<file path="src/rtl/space_ctrl_pkg.sv">
// Shared definitions for the response-path control logic: ASCII constants,
// default baud divisor and the FSM state encodings of the word UART sender.
package space_ctrl_pkg;

  localparam logic [7:0] ASCII_CR   = 8'h0D;
  localparam logic [7:0] ASCII_LF   = 8'h0A;
  localparam logic [7:0] ASCII_ZERO = 8'h30;

  // 100 MHz system clock / 115200 baud
  localparam int CLKS_PER_BIT_DEF = 868;

  typedef enum logic [1:0] {
    W_IDLE,
    W_SEND,
    W_DONE
  } word_state_t;

  typedef enum logic [1:0] {
    B_IDLE,
    B_START,
    B_DATA,
    B_STOP
  } byte_state_t;

endpackage

</file>
<file path="src/rtl/uart_tx_byte.sv">
// 8N1 transmitter for a single character. A start request seen on the last
// cycle of a stop bit chains the next frame with no idle gap on the line.
module uart_tx_byte
  import space_ctrl_pkg::*;
#(
  parameter int DATA_WIDTH   = 8,
  parameter int CLKS_PER_BIT = CLKS_PER_BIT_DEF
) (
  input  logic                  clk,
  input  logic                  rst,
  input  logic                  start_i,
  input  logic [DATA_WIDTH-1:0] data_i,
  output logic                  busy_o,
  output logic                  done_o,
  output logic                  tx_o
);

  localparam int CNT_W = $clog2(CLKS_PER_BIT);
  localparam int BIT_W = $clog2(DATA_WIDTH);
  localparam logic [CNT_W-1:0] BAUD_LAST = CNT_W'(CLKS_PER_BIT - 1);
  localparam logic [BIT_W-1:0] BIT_LAST  = BIT_W'(DATA_WIDTH - 1);

  byte_state_t           state_q, state_d;
  logic [CNT_W-1:0]      baud_q, baud_d;
  logic [BIT_W-1:0]      bit_q, bit_d;
  logic [DATA_WIDTH-1:0] shift_q, shift_d;
  logic                  tx_q, tx_d;
  logic                  baud_last;

  assign baud_last = (baud_q == BAUD_LAST);

  always_ff @(posedge clk or posedge rst) begin
    if (rst) begin
      state_q <= B_IDLE;
      baud_q  <= '0;
      bit_q   <= '0;
      shift_q <= '0;
      tx_q    <= 1'b1;
    end else begin
      state_q <= state_d;
      baud_q  <= baud_d;
      bit_q   <= bit_d;
      shift_q <= shift_d;
      tx_q    <= tx_d;
    end
  end

  always_comb begin
    state_d = state_q;
    baud_d  = baud_last ? '0 : baud_q + 1'b1;
    bit_d   = bit_q;
    shift_d = shift_q;
    tx_d    = tx_q;
    done_o  = 1'b0;

    case (state_q)
      B_IDLE: begin
        baud_d = '0;
        tx_d   = 1'b1;
        if (start_i) begin
          state_d = B_START;
          shift_d = data_i;
          bit_d   = '0;
          tx_d    = 1'b0;
        end
      end
      B_START: begin
        if (baud_last) begin
          state_d = B_DATA;
          tx_d    = shift_q[0];
        end
      end
      B_DATA: begin
        if (baud_last) begin
          if (bit_q == BIT_LAST) begin
            state_d = B_STOP;
            tx_d    = 1'b1;
          end else begin
            bit_d   = bit_q + 1'b1;
            shift_d = shift_q >> 1;
            tx_d    = shift_q[1];
          end
        end
      end
      B_STOP: begin
        if (baud_last) begin
          done_o = 1'b1;
          if (start_i) begin
            state_d = B_START;
            shift_d = data_i;
            bit_d   = '0;
            tx_d    = 1'b0;
          end else begin
            state_d = B_IDLE;
          end
        end
      end
      default: begin
        state_d = B_IDLE;
        tx_d    = 1'b1;
      end
    endcase
  end

  assign busy_o = (state_q != B_IDLE);
  assign tx_o   = tx_q;

endmodule

</file>
<file path="src/rtl/word_uart_sender.sv">
// Sends 1..4 bytes of a response word (LS byte first) as back-to-back 8N1
// frames, triggered by a rising edge of valid_data while idle.
module word_uart_sender
  import space_ctrl_pkg::*;
#(
  parameter int WORD_SIZE    = 32,
  parameter int SIZE_WORD    = 3,
  parameter int DATA_WIDTH   = 8,
  parameter int CLKS_PER_BIT = CLKS_PER_BIT_DEF
) (
  input  logic                 clk,
  input  logic                 rst,
  input  logic [WORD_SIZE-1:0] send_data_register,
  input  logic [SIZE_WORD-1:0] size_line,
  input  logic                 valid_data,
  output logic                 busy_sender_data,
  output logic                 tx,
  output logic                 word_done
);

  localparam int MAX_BYTES = WORD_SIZE / DATA_WIDTH;
  localparam logic [SIZE_WORD-1:0] MAX_SIZE = SIZE_WORD'(MAX_BYTES);

  word_state_t           state_q, state_d;
  logic                  valid_q;
  logic [WORD_SIZE-1:0]  word_q, word_d;
  logic [SIZE_WORD-1:0]  size_q, size_d;
  logic [SIZE_WORD-1:0]  byte_idx_q, byte_idx_d;
  logic [SIZE_WORD-1:0]  byte_idx_inc;
  logic [SIZE_WORD-1:0]  size_clamped;
  logic                  accept;
  logic                  tx_start;
  logic [DATA_WIDTH-1:0] tx_data;
  logic                  tx_busy;
  logic                  tx_done;

  assign accept       = (state_q == W_IDLE) && valid_data && !valid_q && !tx_busy;
  assign size_clamped = (size_line > MAX_SIZE) ? MAX_SIZE : size_line;
  assign byte_idx_inc = byte_idx_q + 1'b1;

  always_ff @(posedge clk or posedge rst) begin
    if (rst) begin
      state_q    <= W_IDLE;
      valid_q    <= 1'b0;
      word_q     <= '0;
      size_q     <= '0;
      byte_idx_q <= '0;
    end else begin
      state_q    <= state_d;
      valid_q    <= valid_data;
      word_q     <= word_d;
      size_q     <= size_d;
      byte_idx_q <= byte_idx_d;
    end
  end

  // word_q always holds the not-yet-sent bytes with the next one in the low lane,
  // so the first byte comes straight from the input on the accept cycle.
  always_comb begin
    state_d    = state_q;
    word_d     = word_q;
    size_d     = size_q;
    byte_idx_d = byte_idx_q;
    tx_start   = 1'b0;
    tx_data    = word_q[DATA_WIDTH-1:0];

    case (state_q)
      W_IDLE: begin
        if (accept) begin
          size_d     = size_clamped;
          byte_idx_d = '0;
          word_d     = send_data_register >> DATA_WIDTH;
          tx_data    = send_data_register[DATA_WIDTH-1:0];
          if (size_clamped == '0) begin
            state_d = W_DONE;
          end else begin
            tx_start = 1'b1;
            state_d  = W_SEND;
          end
        end
      end
      W_SEND: begin
        if (tx_done) begin
          byte_idx_d = byte_idx_inc;
          if (byte_idx_inc == size_q) begin
            state_d = W_DONE;
          end else begin
            tx_start = 1'b1;
            word_d   = word_q >> DATA_WIDTH;
          end
        end
      end
      W_DONE: begin
        state_d = W_IDLE;
      end
      default: begin
        state_d = W_IDLE;
      end
    endcase
  end

  uart_tx_byte #(
    .DATA_WIDTH  (DATA_WIDTH),
    .CLKS_PER_BIT(CLKS_PER_BIT)
  ) u_tx_byte (
    .clk    (clk),
    .rst    (rst),
    .start_i(tx_start),
    .data_i (tx_data),
    .busy_o (tx_busy),
    .done_o (tx_done),
    .tx_o   (tx)
  );

  assign busy_sender_data = (state_q != W_IDLE);
  assign word_done        = (state_q == W_DONE);

endmodule

</file>
<file path="config.mk">
export PLATFORM = sky130hd
export DESIGN_NAME = word_uart_sender
export DESIGN_NICKNAME = d
export VERILOG_FILES = /design/src/rtl/space_ctrl_pkg.sv /design/src/rtl/uart_tx_byte.sv /design/src/rtl/word_uart_sender.sv
export SDC_FILE = /design/constraint.sdc
export NUM_CORES = 1
export LEC_CHECK = 0
export CAP_MARGIN = 5
export CORE_MARGIN = 1.5
export CORE_UTILIZATION = 30
export CTS_CLUSTER_SIZE = 30
export DETAILED_ROUTE_END_ITERATION = 7
export PLACE_DENSITY = 0.47
export REMOVE_ABC_BUFFERS = 1
export SLEW_MARGIN = 10
export SYNTH_ARGS = -nofsm -noshare
export SYNTH_HDL_FRONTEND = slang
export SYNTH_SLANG_ARGS = --single-unit
</file>
<file path="constraint.sdc">
create_clock -name clk -period 5.5 [get_ports clk]
set_input_delay 1.65 -clock clk [delete_from_list [all_inputs] [get_ports clk]]
set_output_delay 1.65 -clock clk [all_outputs]
set_load 0.05 [all_outputs]
</file>
==> impl_metrics.json <==
{
  "worst_hold_path_type": "flip-flop to flip-flop",
  "netlist_area_mm2": 0.00306,
  "wl_per_cell_um": 14.8,
  "final_nets": 369,
  "drv_cap": 0,
  "setup_viol": 0,
  "rsz0062_at_grt": "no",
  "grt_pass1_vias": 2306,
  "diodes": 0,
  "dp_hpwl_um": 4560,
  "path_class": "flip-flop to output pin",
  "grt_first_pass_wirelength_um": 11900,
  "post-route-period-util_pct": 72.1,
  "htree_levels": 3,
  "grt_max_degree": 35,
  "async_reset_ff_share_pct": 100,
  "core_region_area_mm2": 0.00982,
  "post_synth_num_cell_types": 45,
  "post_cts_buffers": 0,
  "cts_buffers": 9,
  "p_per_area_mw_per_mm2": 360,
  "cts_tree": "done",
  "fin_crit_ps": 3960,
  "num_rows": 36,
  "r2r_start": "u_tx_byte.baud_q[2]",
  "power.internal_mw": 0.924,
  "p_sw_mw": 0.436,
  "grt_usage_pct": 13.9,
  "drc": 0,
  "synth_edf_count": 0,
  "cp_max_fo": 27,
  "leakage_nw": 1.70,
  "maxSlewViolCount": 0,
  "die_width_um": 104,
  "netlist_instances": 285,
  "pwr-share-seq_pct": 39.2,
  "routed_via_density": 4.79,
  "totalWireLength_um": 6810,
  "cts_max_path_buffers": 2,
  "die_area_mm2": 0.0108,
  "switching_share_pct": 32.1,
  "num-fill-cells": 1023,
  "end_kind": "output pin",
  "yosysSeqAreaShare_pct": 46.7,
  "ant_nets": 0,
  "critPathLaunch": "state_q[1]",
  "numPlacedInstances": 443,
  "start_kind": "flip-flop",
  "holdBufCountCts": 0,
  "status": "completed",
  "num_vias": 2199,
  "synth_top_cell_by_area": "dfrtp_1",
  "ys_top_cells_by_area": "dfrtp_1, mux2i_1, o21ai_0",
  "synth_top_area_share_pct": 45.8,
  "antenna_found_initial": 0,
  "first_pass_iters": 4,
  "worst_pin_slew_ps": 854,
  "die_y_um": 104,
  "slew_headroom_pct": 43.1,
  "worstPathArrival_ps": 2310,
  "cts_root_buf": "clkbuf_8",
  "port-buffer-count": 40,
  "pin_count": 41,
  "max_freq_mhz": 252,
  "synth_seq_cells": 57,
  "finClkSkew_ps": 9.54,
  "cts_sinks": 57,
  "yosys_warnings": 0,
  "p_clk_share_pct": 33.5,
  "multi_input_area_mm2": 0.00150,
  "syn_to_final_growth_pct": 23.5,
  "ir_drop_mv": 0.133,
  "final_cells": 459,
  "drtIter0Drc": 93,
  "initial_utilization_pct": 31.1,
  "ctsResizeCount": 0,
  "regArea_mm2": 0.00143,
  "avgSynthCellArea_um2": 10.7,
  "drive_above_1_share_pct": 11.3,
  "hold_viol": 0,
  "min-delay-start": "u_tx_byte.baud_q[0]",
  "grt-ovfl-total": 0,
  "combinationalPowerShare_pct": 27.3,
  "globalplace.congestion": 0.720,
  "synth_flop_cell": "dfrtp_1",
  "clk_pin_slew_ps": 60,
  "tns_ps": 0,
  "insertion_delay_ps": 340,
  "required_ps": 3850
}
==> cells by family (layout without fill, tap and decap cells) <==
family | count (synthesis) | after routing | synth area share (%)
adder cells (fa/ha/maj) | 10 | 10 | 4.09
XOR/XNOR | 11 | 11 | 3.60
AO/OA/AOI/OAI | 79 | 79 | 17.3
AND/OR/NAND/NOR | 65 | 65 | 11.0
multiplexers | 36 | 36 | 12.9
buffers and inverters | 27 | 68 | 4.42
flip-flops | 57 | 57 | 46.7
==> cell usage after synthesis, types with 9 or more instances <==
cell / count
clkbuf_1: 9
o21ai_1: 16
dfrtp_1: 56
o21ai_0: 34
ha_1: 10
nor2_1: 21
inv_1: 9
mux2i_1: 26
nand2_1: 12
a22o_1: 12
nand3_1: 9
==> power groups by stage <==
| stage | sequential [mW] | combinational, mW | clock (mW) |
|---|---|---|---|
| floorplan | 0.539 | 0.264 | 0 |
| global placement | 0.541 | 0.372 | 0 |
| detailed placement | 0.541 | 0.373 | 0 |
| CTS | 0.534 | 0.377 | 0.466 |
| global route | 0.543 | 0.424 | 0.487 |
| finish | 0.533 | 0.371 | 0.456 |
==> metal layers <==
metal / vias up / track usage (%) / routed length, um
met2: 34 / 20.7 / 3020
met3: 8 / 3.07 / 177
met4: 0 / 6.55 / 113
met1: 1067 / 19.1 / 3500
li1: 1090 / - / -
met5: - / 0 / 0
==> cells in the final DEF, fill, tap and decap left out, types with 4 or more instances in the layout <==
master / instances
nand3_1: 9
mux2i_1: 26
xor2_1: 4
mux2_2: 4
o21ai_0: 34
o21ai_1: 16
a22o_1: 12
nand2_1: 12
xnor2_1: 6
clkbuf_8: 11
ha_1: 10
clkdlybuf4s50_1: 40
mux2_4: 6
dfrtp_1: 56
inv_1: 8
nor2_1: 20
nand2b_1: 4
==> sequential cells by signal, indices dropped and copies added (netlist names) <==
register           flops
byte_idx_q             3
size_q                 3
state_q                2
u_tx_byte.baud_q      10
u_tx_byte.bit_q        3
u_tx_byte.shift_q      8
u_tx_byte.state_q      2
u_tx_byte.tx_o         1
valid_q                1
word_q                24
==> per-stage QoR <==
stage | util [%] | power [mW] | worst slack, ps | instance area, um^2 | hold slack, ps
5_1_grt | 38.5 | 1.45 | 1380 | 3780 | 519
3_3_place_gp | 36.1 | 0.913 | 1560 | 3550 | 476
6_report | 38.5 | 1.36 | 1540 | 3780 | 490
2_1_floorplan | - | 0.803 | 1770 | 2960 | 455
3_5_place_dp | 36.1 | 0.914 | 1510 | 3550 | 481
4_1_cts | 38.5 | 1.38 | 1520 | 3780 | 495
==> worst max-delay path, cell delays in order, from the launching register on <==
cell and delay, ps:
dfrtp_1 860, nor2_1 140, inv_1 160, clkdlybuf4s50_1 820
==> path summary, 6_finish.rpt <==
path	slack, ps	to	cells past startpoint
worst min register to register	490	u_tx_byte.baud_q[0]	1
worst min-delay path	490	u_tx_byte.baud_q[0]	1
max in group asynchronous	2970	byte_idx_q[2]	3
min in group asynchronous	1670	u_tx_byte.shift_q[1]	2
worst max register to register	2710	word_q[23]	5
worst max-delay path	1540	busy_sender_data	3
==> layout make-up <==
cell class	instances	area share [%]
multi-input cells	201	39.6
flip-flops and latches	57	37.8
repair buffers	43	11.2
well taps	133	4.41
clock buffers	11	4.01
clock inverters	5	2.05
inverters	9	0.895
Note: power is estimated with default switching activity, not from simulation.
